### src/rtl/bcd_display_counter.sv
// Four-digit BCD up/down counter advanced by synchronised slow_clk rising edges; drives four 7-seg displays.
// Count updates 2 edges after slow_clk is first sampled high (1 edge after load); hex follows count by 1 edge.
module bcd_display_counter #(
  parameter bit LEADING_ZERO_BLANK = 1'b0
) (
  input  logic        clock_50MHZ,
  input  logic        rst_n,
  input  logic        slow_clk,
  input  logic        enable,
  input  logic        up_down,
  input  logic        load,
  input  logic [15:0] load_value,
  output logic [15:0] count,
  output logic        wrap,
  output logic [6:0]  hex0,
  output logic [6:0]  hex1,
  output logic [6:0]  hex2,
  output logic [6:0]  hex3
);

  logic        s1_q, s2_q, s3_q;
  logic [1:0]  arm_cnt_q, arm_cnt_d;
  logic        armed;
  logic        tick;
  logic [15:0] count_q, count_d;
  logic        wrap_q, wrap_d;
  logic [27:0] hex_q, hex_d;
  logic [16:0] step_res;

  function automatic logic [15:0] sanitize(input logic [15:0] v);
    logic [15:0] r;
    r = v;
    for (int i = 0; i < 4; i++) begin
      if (v[4*i +: 4] > 4'd9) r[4*i +: 4] = 4'd0;
    end
    return r;
  endfunction

  // Returns {wrapped, next}; the ripple carry/borrow surviving all four digits means wrap.
  function automatic logic [16:0] bcd_step(input logic [15:0] v, input logic up);
    logic [15:0] r;
    logic        c;
    logic [3:0]  d;
    r = v;
    c = 1'b1;
    for (int i = 0; i < 4; i++) begin
      d = v[4*i +: 4];
      if (c) begin
        if (up) begin
          if (d == 4'd9) begin
            r[4*i +: 4] = 4'd0;
          end else begin
            r[4*i +: 4] = d + 4'd1;
            c = 1'b0;
          end
        end else begin
          if (d == 4'd0) begin
            r[4*i +: 4] = 4'd9;
          end else begin
            r[4*i +: 4] = d - 4'd1;
            c = 1'b0;
          end
        end
      end
    end
    return {c, r};
  endfunction

  function automatic logic [6:0] seg7(input logic [3:0] d);
    logic [6:0] s;
    case (d)
      4'd0:    s = 7'h40;
      4'd1:    s = 7'h79;
      4'd2:    s = 7'h24;
      4'd3:    s = 7'h30;
      4'd4:    s = 7'h19;
      4'd5:    s = 7'h12;
      4'd6:    s = 7'h02;
      4'd7:    s = 7'h78;
      4'd8:    s = 7'h00;
      4'd9:    s = 7'h10;
      default: s = 7'h7F;
    endcase
    return s;
  endfunction

  function automatic logic [27:0] display(input logic [15:0] v);
    logic [3:0]  blank;
    logic [27:0] r;
    blank = '0;
    if (LEADING_ZERO_BLANK) begin
      blank[3] = (v[15:12] == 4'd0);
      blank[2] = blank[3] && (v[11:8] == 4'd0);
      blank[1] = blank[2] && (v[7:4] == 4'd0);
    end
    r = '0;
    for (int i = 0; i < 4; i++) begin
      r[7*i +: 7] = blank[i] ? 7'h7F : seg7(v[4*i +: 4]);
    end
    return r;
  endfunction

  function automatic logic bcd_valid(input logic [15:0] v);
    return (v[3:0] <= 4'd9) && (v[7:4] <= 4'd9) && (v[11:8] <= 4'd9) && (v[15:12] <= 4'd9);
  endfunction

  // The arm delay keeps a slow_clk already high through reset from looking like a fresh edge.
  assign armed     = (arm_cnt_q == 2'd3);
  assign arm_cnt_d = armed ? arm_cnt_q : arm_cnt_q + 2'd1;
  assign tick      = s2_q & ~s3_q & armed;

  always_comb begin
    count_d  = count_q;
    wrap_d   = 1'b0;
    step_res = bcd_step(count_q, up_down);
    if (load) begin
      count_d = sanitize(load_value);
    end else if (tick && enable) begin
      count_d = step_res[15:0];
      wrap_d  = step_res[16];
    end
  end

  assign hex_d = display(count_q);

  always_ff @(posedge clock_50MHZ) begin
    if (!rst_n) begin
      s1_q      <= 1'b0;
      s2_q      <= 1'b0;
      s3_q      <= 1'b0;
      arm_cnt_q <= 2'd0;
      count_q   <= 16'h0000;
      wrap_q    <= 1'b0;
      hex_q     <= display(16'h0000);
    end else begin
      s1_q      <= slow_clk;
      s2_q      <= s1_q;
      s3_q      <= s2_q;
      arm_cnt_q <= arm_cnt_d;
      count_q   <= count_d;
      wrap_q    <= wrap_d;
      hex_q     <= hex_d;
    end
  end

  assign count = count_q;
  assign wrap  = wrap_q;
  assign hex0  = hex_q[6:0];
  assign hex1  = hex_q[13:7];
  assign hex2  = hex_q[20:14];
  assign hex3  = hex_q[27:21];

  nibbles_valid: assert property (@(posedge clock_50MHZ) disable iff (!rst_n) bcd_valid(count_q));

endmodule

### config.mk
export PLATFORM = sky130hd
export DESIGN_NAME = bcd_display_counter
export DESIGN_NICKNAME = d
export VERILOG_FILES = /design/src/rtl/bcd_display_counter.sv
export SDC_FILE = /design/constraint.sdc
export NUM_CORES = 1
export LEC_CHECK = 0
export CORE_MARGIN = 5
export CORE_UTILIZATION = 51
export DETAILED_ROUTE_END_ITERATION = 12
export HOLD_SLACK_MARGIN = 0.06
export PLACE_DENSITY = 0.8
export SLEW_MARGIN = 40
export SYNTH_ARGS = -nofsm -noshare
export SYNTH_HDL_FRONTEND = slang
export SYNTH_SLANG_ARGS = --single-unit
export TNS_END_PERCENT = 50
### constraint.sdc
create_clock -name clock_50MHZ -period 3.15 [get_ports clock_50MHZ]
set_clock_uncertainty 0.1 [all_clocks]
set_input_delay 0.4725 -clock clock_50MHZ [delete_from_list [all_inputs] [get_ports clock_50MHZ]]
set_output_delay 0.4725 -clock clock_50MHZ [all_outputs]
set_load 0.1 [all_outputs]
* After elaboration in Yosys (flattened, before gate mapping)
Memory sizes are Yosys's and may differ from the RTL's. A register that Yosys moved wholly into a read port is not among the register bits.
Cells that the tools add are included.
** Word-level totals
- Bits in registers :: 22
- Memory bits (read-only) :: 448
- Bits of input ports :: 22
- Output and inout port bits :: 45
- Word-level logic and storage cells :: 89
- Memories :: 4
** Operators by class
- Add/sub/neg operators :: 9
- $lt $le $gt $ge :: 4
- Eq/ne operators :: 5
- Multiplexer cells :: 35
- Bitwise logic cells :: 6
- Reduce and logical (&&, ||, !) cells :: 17
** Memories
- (name not given) :: words 16, width 7, rd ports 1, clocked after memory_dff 1, write ports 0, line 71 : case (d)
- (name not given) :: words 16, width 7, rd ports 1, clocked after memory_dff 1, write ports 0, line 71
- (name not given) :: words 16, width 7, rd ports 1, clocked after memory_dff 1, write ports 0, line 71
- (name not given) :: words 16, width 7, rd ports 1, clocked after memory_dff 1, write ports 0, line 71
** Operators by type and width (number)
- 4-bit two-way mux :: 19
- 16-bit two-way mux :: 2
- 4-bit by 1-bit adder with 4-bit output (second input constant) :: 4
- 4-bit equality test (second input constant) :: 4
- 4-bit greater-than comparator (second input constant) :: 4
- 4-bit logical NOT :: 4
- 4-bit by 1-bit subtractor with 4-bit output (second input constant) :: 4
- 1-bit two-way mux :: 14
- 2-bit nonzero test :: 4
- 2-bit AND reduction :: 3
- 1-bit logical NOT :: 4
- 1-bit NOT :: 4
- 4-bit OR reduction :: 1
- 2-bit by 1-bit adder with 2-bit output (second input constant) :: 1
- 1-bit AND :: 2
- 2-bit equality test (second input constant) :: 1
- 1-bit logical AND :: 1

* Logic depth before layout (Yosys ltp)
Gate-level depths: netlist of the first run.
- Depth in word-level cells :: 8
- Depth in mapped cells :: 9
- Gate-level depth less buffers :: 7

* Worst setup path after synthesis of the first run
Ideal clock, no wire load.
- Path type :: reg-to-reg
- From :: reg count_q[4] (netlist: count[4])
- To :: reg count_q[12] (netlist: count[12])
- Setup time :: 86 ps
- Data arrival time :: 2553 ps
- Required time :: 2964 ps
- Path slack :: 412 ps
- Cell stages (with the launch flop) :: 8
- Path buffers :: 0
- Clock period less this slack :: 2738 ps
- Path through :: dfxtp_1 -> inv_1 -> ha_1 -> or3b_1 -> a21oi_4 -> a31oi_1 -> a311oi_1 -> a211oi_1
** Between the ends
- Cells in the longest elaborated chain, start to end :: 7
- Elaborated cells between the ends (all ways) :: 9
- Classes of those cells :: eq/ne (1); mux (5); reduce/logical (3)
** Ends and longest elaborated chain
- start, declared :: line 25 : logic [15:0] count_q, count_d;
- start signal, assigned :: line 140 : count_q <= count_d;
- 4-bit equality test or 4-bit logical NOT (tied branches) :: line 50, 57
- 1-bit two-way mux (on tied branches) :: line 50, 57
- 1-bit two-way mux (*) :: line 49 : if (up) begin
- 1-bit two-way mux (*) (2 in series) :: line 48 : if (c) begin
- 2-bit nonzero test (no line) (*)
- 2-bit AND reduction (no line) (*)
Mark *: on every way between the ends. The rest lies on a longest branch, timed or not.
A chain may end at the register's enable or synchronous reset.

* Worst setup path in the final report of the first run
- From :: reg count_q[1] (netlist: count[1])
- To :: reg count_q[13] (netlist: count[13])
Same word-level chain as after synthesis.

==> out/metrics.cfg, run 1 <==
[run_status]
outcome=finished clean

[timing]
maxSlewHeadroom_pct=59.4
finalCritPeriodShare_pct=78.1
setup_tns_ns=0
rsz0062_at_grt=false
worst_pin_slew_ns=0.608
setup_viol=0
timing.fmax_ghz=0.407
maxSlewViolCount=0
fin_hold_ws_ns=0.351
hold_viol=0
min_period_ns=2.46

[yosys]
post_synth_fa_ha_maj_area_fraction_pct=10.2
synth_ff_type=dfxtp_1
synth_edf_count=0
ys_types=55
synth_top_family_by_area=compound AO/OA/AOI/OAI gates
syn_area_um2=3070
syn_avg_cell_area_um2=7.88
synth.area.top_cells=dfxtp_1 (33%), ha_1 (10%), o21ai_0 (5.7%)
synthTopCellsByCount=dfxtp_1 (50), nor2_1 (40), nand2_1 (35), o21ai_0 (35), a21oi_1 (30)
yosys_warnings=0
syn_inst=389
ys_seq_area_share_pct=32.6
synthMuxAreaShare_pct=2.49
synth-xor-area-share_pct=1.14
async_flop_share_pct=0
ys_ff_latch=50
syn_nets=436
synthSimpleGateAreaFrac_pct=23.1
synth_area_leader_cell=dfxtp_1
synth-compound-area-share_pct=24.6
yosysMostFrequentCell=dfxtp_1
yosysTopAreaCellShare_pct=32.6

[power]
p_leak_nw=1.55
p_per_area_nw_per_um2=443
irDropWorstVdd_mv=0.232

[layout]
multi_input_area_um2=1890
areaGrowthSynthToFinish_pct=21.8
num-nets-final=492
layout-drive-gt1-share_pct=16.0
fin_cells=520
stdcell_area_um2=3740
area.sequential_um2=1000
nFillCells=521
antenna_cells=0

[cts]
clock-root-buffer=clkbuf_8
cts_tree=built
clock_sinks=50
cts_made_buffers=5
cts-resized-gates=0
cts.clk_slew.worst_paths_ns=0.09
clk_path_buf_depth=2
cts.hold.buffers_added=0
post-cts-setup-buffers=0
clk_latency_ns=0.30
h-tree-depth=2

[floorplanning]
num_io_pins=67
num_rows=28
core-area_um2=5890
die_x_um=87.5
die_h_um=87.5
die_area_um2=7660
start_util_pct=52.1

[run]
drv_cap=0

[placement]
hpwl_um=5340
globalplace.congestion=0.913
placed_area_um2=3660
portBuffers=66
place_inst=513

[drt]
avgRoutedWirePerCell_um=14.4
drtIter0Drc=155
drc_errors=0
antenna_left=0
via_per_inst=5.80
drt_wl_total_um=7470
dr.pass1.iters=5
num_vias=3015

[setup_path]
cp_max_fo=12
cpPeakStageDelay_ns=0.42
cp-start-kind=register
r2r_slack_ns=0.69
critPathSlowestCell=dfxtp_1
arrival_ns=2.59
path_cells=inv_1 -> ha_1 -> or3b_1 -> a211oi_2 -> buf_4 -> a31oi_1 -> a211o_1 -> a21oi_1
crit_path_end_kind=register
required_ns=3.28
critical_path_class=register to register

[hold_path]
hold_class=register to register

[global_routing]
gr-usage-all-layers_pct=19.6
antenna_found_initial=0
grt_pass1_wl_um=12300
grt_max_degree=25
overflow=0
grt_pass1_vias=2793

sequential cells by signal, indices dropped and copies added (netlist names):
register   cells
arm_cnt_q      2
count         16
hex_q         28
s1_q           1
s2_q           1
s3_q           1
wrap           1
area by class of cell:
type / instances / share of cell area [%]
timing repair buffer: 73 / 16.1
sequential: 50 / 26.8
tap: 75 / 2.51
clock buffer: 7 / 2.04
inverter: 20 / 2.01
multi-input combinational: 295 / 50.6
power breakdown:
group | leakage [nW] | switching, mW | total (mW) | internal [mW]
Sequential | 0.410 | 0.0470 | 0.721 | 0.674
Clock | 0.0383 | 0.201 | 0.354 | 0.154
Combinational | 1.10 | 0.412 | 0.581 | 0.169
Total | 1.55 | 0.660 | 1.66 | 0.997
routing by layer:
metal | vias up | part of all wire [%] | wire, um | track usage, %
met3 | 11 | 6.3 | 468 | 3.29
met4 | 0 | 1.3 | 99 | 6.97
met5 | - | 0 | 0 | 0
met1 | 1403 | 45 | 3350 | 24.4
met2 | 96 | 48 | 3550 | 34.2
li1 | 1505 | - | - | -
stage by stage:
step	setup WS (ns)	power, mW	util (%)
final	0.691	1.66	63.5
after global routing	0.472	1.74	63.5
after CTS	0.683	1.67	63.5
after detailed placement	0.507	1.31	62.2
after global placement	0.584	1.31	62.2
after floorplan	0.412	1.17	-
worst paths after layout:
| path | startpoint | to | cells after the start |
|---|---|---|---|
| max | count[1] | count[13] | 8 |
| min | s1_q | s2_q | 1 |
| max reg2reg | count[1] | count[13] | 8 |
| min reg2reg | s1_q | s2_q | 1 |
placed cells by master, fill, tap and decap left out, types with 3 or more instances in the layout:
cell type	instances
a311oi_1	3
mux2_2	5
nor2_1	40
o221ai_1	3
xnor2_1	3
a31oi_1	10
o311ai_0	3
and2_1	4
clkdlybuf4s50_1	21
a21oi_1	30
or3b_1	3
ha_1	25
o21ai_0	35
inv_1	18
clkbuf_8	5
nand4_1	4
nand2_1	35
dfxtp_1	50
nand3_1	15
a211oi_1	10
nand2b_1	13
or4_1	3
or2_2	3
buf_4	52
nor3_1	5
and3_1	5
cell families after synthesis:
kind of cell             count (synthesis)
AND/OR/NAND/NOR                        142
AO/OA/AOI/OAI                          117
flip-flops                              50
buffers and inverters                   44
adder cells (fa/ha/maj)                 25
multiplexers                             7
XOR/XNOR                                 4
worst max-delay path: cells and delay by family, from the launching register on:
family	cells	cell delay [ns]
AO/OA/AOI/OAI	4	0.78
buffers and inverters	2	0.43
flip-flops	1	0.42
AND/OR/NAND/NOR	1	0.38
adder cells (fa/ha/maj)	1	0.28
Note: power is estimated with default switching activity, not from simulation.
==> inputs of run 2 (changes only) <==
--- a/config.mk
+++ b/config.mk
@@ -6,10 +6,10 @@
 export NUM_CORES = 1
 export LEC_CHECK = 0
 export CORE_MARGIN = 5
-export CORE_UTILIZATION = 51
+export CORE_UTILIZATION = 46
 export DETAILED_ROUTE_END_ITERATION = 12
 export HOLD_SLACK_MARGIN = 0.06
-export PLACE_DENSITY = 0.8
+export PLACE_DENSITY = 0.77
 export SLEW_MARGIN = 40
 export SYNTH_ARGS = -nofsm -noshare
 export SYNTH_HDL_FRONTEND = slang
==> constraint.sdc (replaced) <==
create_clock -name clock_50MHZ -period 2.2 [get_ports clock_50MHZ]
set_clock_uncertainty 0.1 [all_clocks]
set_input_delay 0.33 -clock clock_50MHZ [delete_from_list [all_inputs] [get_ports clock_50MHZ]]
set_output_delay 0.33 -clock clock_50MHZ [all_outputs]
set_load 0.1 [all_outputs]
==> out/metrics.cfg, run 2 (synthesis results as in run 1) <==
[run_status]
outcome=finished clean

[layout]
largest_reg_flops=28  ; unchanged
top_register=hex_q
fin_cells=548  ; +5.4%
final_common_cell=buf_4
layout-drive-gt1-share_pct=25.1  ; +9.1 points
num-nets-final=517  ; +5.1%
final_cell_mix=buf_4 (73), nor2_1 (40), dfxtp_1 (37)
areaGrowthSynthToFinish_pct=32.7
antenna_cells=0  ; unchanged

[cts]
clk_latency_ns=0.31  ; about the same
h-tree-depth=2  ; unchanged
clk_path_buf_depth=2  ; unchanged
cts.clk_slew.worst_paths_ns=0.10  ; about the same
cts.hold.buffers_added=0  ; unchanged
clock-root-buffer=clkbuf_8
cts_made_buffers=5  ; unchanged
cts_tree=built
clock_sinks=50  ; unchanged

[floorplanning]
start_util_pct=47.7  ; -4.4 points
die_h_um=91.7  ; +4.7%
die_area_um2=8400  ; +9.6%
num_io_pins=67  ; unchanged
die_x_um=91.7  ; +4.7%
core-area_um2=6420  ; +9.1%
num_rows=29  ; +3.6%

[setup_path]
required_ns=2.34  ; -0.94 ns
crit_path_end_kind=register
critPathSlowestCell=dfxtp_4
critical_path_class=register to register
cp-start-kind=register
path_cells=inv_2 -> ha_4 -> or3b_1 -> a211oi_2 -> buf_4 -> a31oi_2 -> a211o_1 -> a21oi_1
cp_top_family=compound AO/OA/AOI/OAI gates
timing.rr.start=count[0]
cpPeakStageDelay_ns=0.36  ; -0.06 ns
r2r_slack_ns=0.09  ; -0.60 ns
r2r.worst_path.cells=8  ; unchanged
cp_max_fo=7  ; -5
cp_num_buf_inv=2  ; unchanged
rr_endpoint=count[13]
startpoint=count[0]
arrival_ns=2.24  ; -0.35 ns

[timing]
maxSlewViolCount=0  ; unchanged
finalCritPeriodShare_pct=95.8  ; +18 points
rsz0062_at_grt=true
timing.fmax_ghz=0.474  ; +17%
maxSlewHeadroom_pct=78.4  ; +19 points
setup_viol=0  ; unchanged
hold_viol=0  ; unchanged
worst_pin_slew_ns=0.323  ; -0.284 ns
setup_ws_ns=0.0915  ; -0.599 ns
min_period_ns=2.11  ; -0.351 ns

[drt]
drc_errors=0  ; unchanged
avgRoutedWirePerCell_um=14.4  ; about the same
via_per_inst=5.59  ; -3.6%
drtIter0Drc=126  ; -19%
antenna_left=0  ; unchanged
drt_wl_total_um=7880  ; +5.5%
dr.pass1.iters=4  ; -1
num_vias=3062  ; +1.6%

[power]
p_per_area_nw_per_um2=635  ; +43%
p_leak_nw=1.72  ; +11%
irDropWorstVdd_mv=0.277  ; +19%

[hold_path]
holdPathEnd=s2_q
worstHoldPathCells=1  ; unchanged
hold_class=register to register
hold_start=s1_q

[global_routing]
gr-usage-all-layers_pct=18.8  ; -0.86 points
overflow=0  ; unchanged
antenna_found_initial=0  ; unchanged
grt_pass1_vias=2853  ; +2.1%
grt_max_degree=24  ; -4.0%
grt_pass1_wl_um=13400  ; +8.3%

[placement]
portBuffers=66  ; unchanged
post-place-ws_ns=-0.186  ; -0.692 ns
place_inst=538  ; +4.9%
globalplace.congestion=0.864  ; -5.4%
hpwl_um=5850  ; +9.5%

[run]
drv_cap=0  ; unchanged

run 2: per-stage QoR:
| step | utilization (%) | setup TNS [ns] | area (um^2) | hold slack (ns) | power (mW) |
|---|---|---|---|---|---|
| finish | 63.4 | 0 | 4070 | 0.357 | 2.59 |
| global route | 63.4 | -0.0203 | 4070 | 0.367 | 2.71 |
| CTS | 63.0 | 0 | 4050 | 0.363 | 2.60 |
| detailed placement | 61.2 | -0.958 | 3930 | 0.335 | 1.93 |
| global placement | 61.2 | -0.411 | 3930 | 0.316 | 1.92 |
| floorplan | - | -0.144 | 3120 | 0.312 | 1.68 |
run 2: area by class of cell:
cell class              instances  area, um^2
repair buffers                 98         838
clock buffers                   5        68.8
clock inverters                 3        43.8
fillers                       559        2350
inverters                      20        80.1
multi-input cells             295        1910
well taps                      77        96.3
flip-flops and latches         50        1030
run 2: power by group:
group	internal [mW]	switching, mW
Sequential	0.965	0.0484
Combinational	0.279	0.621
Clock	0.341	0.330
run 2: timing repair:
action / in CTS / in global routing
buffers inserted: 0 / 2
gates resized for setup: 2 / 2
hold endpoints to repair: 0 / 0
setup endpoints to repair: 2 / 4
run 2: worst max-delay path by stage:
stage | end | slack (ns) | cells after the start
after CTS | count[13] | 0.04 | 8
after global routing | count[13] | -0.02 | 8
final | count[13] | 0.09 | 8
after floorplan | count[12] | -0.05 | 6
after global placement | count[13] | -0.1 | 7
after detailed placement | count[13] | -0.19 | 7
run 2: layer usage:
layer	global-route usage, %	wire (um)
met4	5.28	111
met3	3.68	464
met5	0	0
met2	32.5	3910
met1	23.8	3400
==> inputs of run 3 (changes only) <==
--- a/config.mk
+++ b/config.mk
@@ -6,10 +6,12 @@
 export NUM_CORES = 1
 export LEC_CHECK = 0
 export CORE_MARGIN = 5
-export CORE_UTILIZATION = 46
+export CORE_UTILIZATION = 57
 export DETAILED_ROUTE_END_ITERATION = 12
+export DONT_BUFFER_PORTS = 1
 export HOLD_SLACK_MARGIN = 0.06
-export PLACE_DENSITY = 0.77
+export PLACE_DENSITY = 0.75
+export SKIP_CTS_REPAIR_TIMING = 1
 export SLEW_MARGIN = 40
 export SYNTH_ARGS = -nofsm -noshare
 export SYNTH_HDL_FRONTEND = slang
==> out/metrics.cfg, run 3 (synthesis results as in run 1) <==
[run_status]
outcome=finished clean

[timing]
hold_viol=0  ; unchanged
timing.fmax_ghz=0.484  ; +2.1%
maxSlewViolCount=0  ; unchanged
rsz0062_at_grt=false
maxSlewHeadroom_pct=64.9  ; -14 points
fin_hold_ws_ns=0.0568  ; -0.300 ns
min_period_ns=2.06  ; -0.0444 ns
setup_tns_ns=0  ; unchanged
finalCritPeriodShare_pct=93.8  ; -2.0 points
setup_viol=0  ; unchanged
worst_pin_slew_ns=0.525  ; +0.202 ns

[setup_path]
cp_top_family=compound AO/OA/AOI/OAI gates
cpPeakStageDelay_ns=0.36  ; about the same
cp_max_fo=9  ; +2
critPathSlowestCell=dfxtp_4
cp-start-kind=register
r2r_slack_ns=0.14  ; +0.04 ns
r2r.worst_path.cells=8  ; unchanged
critical_path_class=register to register
crit_top_cell=buf_6
path_depth=8  ; unchanged
path_cells=buf_6 -> ha_1 -> nand3_1 -> a211oi_4 -> buf_6 -> and2b_1 -> a211oi_2 -> a211oi_1
required_ns=2.30  ; -0.04 ns
arrival_ns=2.16  ; -0.08 ns
crit_path_end_kind=register
cp_num_buf_inv=2  ; unchanged

[drt]
via_per_inst=5.82  ; +4.2%
dr.pass1.iters=4  ; unchanged
drt_wl_total_um=7820  ; -0.81%
antenna_left=0  ; unchanged
avgRoutedWirePerCell_um=15.5  ; +7.4%
drc_errors=0  ; unchanged
drtIter0Drc=198  ; +57%
num_vias=2947  ; -3.8%

[layout]
top_register=hex_q
antenna_cells=0  ; unchanged
num-nets-final=482  ; -6.8%
fin_cells=506  ; -7.7%
largest_reg_flops=28  ; unchanged
areaGrowthSynthToFinish_pct=20.8
stdcell_area_um2=3700  ; -9.0%
layout-drive-gt1-share_pct=23.6  ; -1.4 points
final_cell_mix=buf_4 (58), nor2_1 (40), dfxtp_1 (37)
final_common_cell=buf_4
postLayoutCoreUtil_pct=71.6  ; +8.2 points

[floorplanning]
die_h_um=83.4  ; -9.1%
core-area_um2=5170  ; -19%
num_io_pins=67  ; unchanged
num_rows=26  ; -10%
die_x_um=83.4  ; -9.1%
start_util_pct=59.3  ; +12 points
die_area_um2=6950  ; -17%

[hold_path]
worstHoldPathCells=2  ; +1
hold_class=input port to register

[power]
netSwitchingFraction_pct=40.2  ; +1.5 points
comb_power_share_pct=34.6  ; -0.2 points
irDropWorstVdd_mv=0.330  ; +19%
switchingPower_uw=947  ; -5.2%
p_leak_nw=1.53  ; -11%
intPower_mw=1.41  ; -11%
power_frac_seq_pct=43.0  ; +3.8 points
pwr-share-clk_pct=22.4  ; -3.6 points
p_per_area_nw_per_um2=636  ; +0.15%

[placement]
globalplace.congestion=0.898  ; +3.9%
portBuffers=0  ; -100%
hpwl_um=5330  ; -8.8%
place_inst=490  ; -8.9%
placed_area_um2=3510  ; -11%

[cts]
cts.clk_slew.worst_paths_ns=0.10  ; about the same
clock-root-buffer=clkbuf_8
h-tree-depth=2  ; unchanged
clk_path_buf_depth=2  ; unchanged
clock_sinks=50  ; unchanged
cts_tree=built
cts_made_buffers=5  ; unchanged
clk_latency_ns=0.30  ; about the same

[run]
drv_cap=0  ; unchanged

[global_routing]
antenna_found_initial=0  ; unchanged
grt_pass1_wl_um=12700  ; -4.5%
gr-usage-all-layers_pct=21.4  ; +2.6 points
grt_max_degree=33  ; +38%
overflow=0  ; unchanged
grt_pass1_vias=2757  ; -3.4%

[run 3: cell type report]
type | instances | area (um^2)
Clock inverter | 3 | 16.3
Tap cell | 70 | 87.6
Fill cell | 410 | 1470
Multi-Input combinational cell | 295 | 1940
Inverter | 20 | 80.1
Timing Repair Buffer | 63 | 488
Clock buffer | 5 | 68.8
Sequential cell | 50 | 1030
[run 3: power groups by stage]
stage / Clock [mW] / Sequential (mW) / Combinational [mW]
after floorplan: 0 / 1.38 / 0.300
after global placement: 0 / 1.03 / 0.780
after detailed placement: 0 / 1.03 / 0.789
after CTS: 0.538 / 1.01 / 0.792
after global routing: 0.575 / 1.02 / 0.874
final: 0.528 / 1.01 / 0.815
[run 3: metal layers]
layer	global-route usage (%)	wire, um
met5	0	0
met4	5.05	99
met3	4.85	571
met2	36.9	3920
met1	27.0	3230
[run 3: path summary, 6_finish.rpt]
kind,from,to
max reg2reg,count[0],count[7]
max,count[0],count[7]
min reg2reg,s1_q,s2_q
min,load_value[4],count[4]
[run 3: per-stage QoR]
step / setup WS, ns / total power [mW]
after global routing: 0.00128 / 2.47
after CTS: 0.0425 / 2.34
after floorplan: -0.0535 / 1.68
final: 0.136 / 2.36
after global placement: 0.105 / 1.81
after detailed placement: 0.0688 / 1.82
[run 3: worst register-to-register path: cells and delay by family (launching register included)]
family	cells	cell delay [ns]
compound gates	3	0.56
fa+ha+maj	1	0.21
buf+inv	2	0.42
flops	1	0.36
simple gates	2	0.32
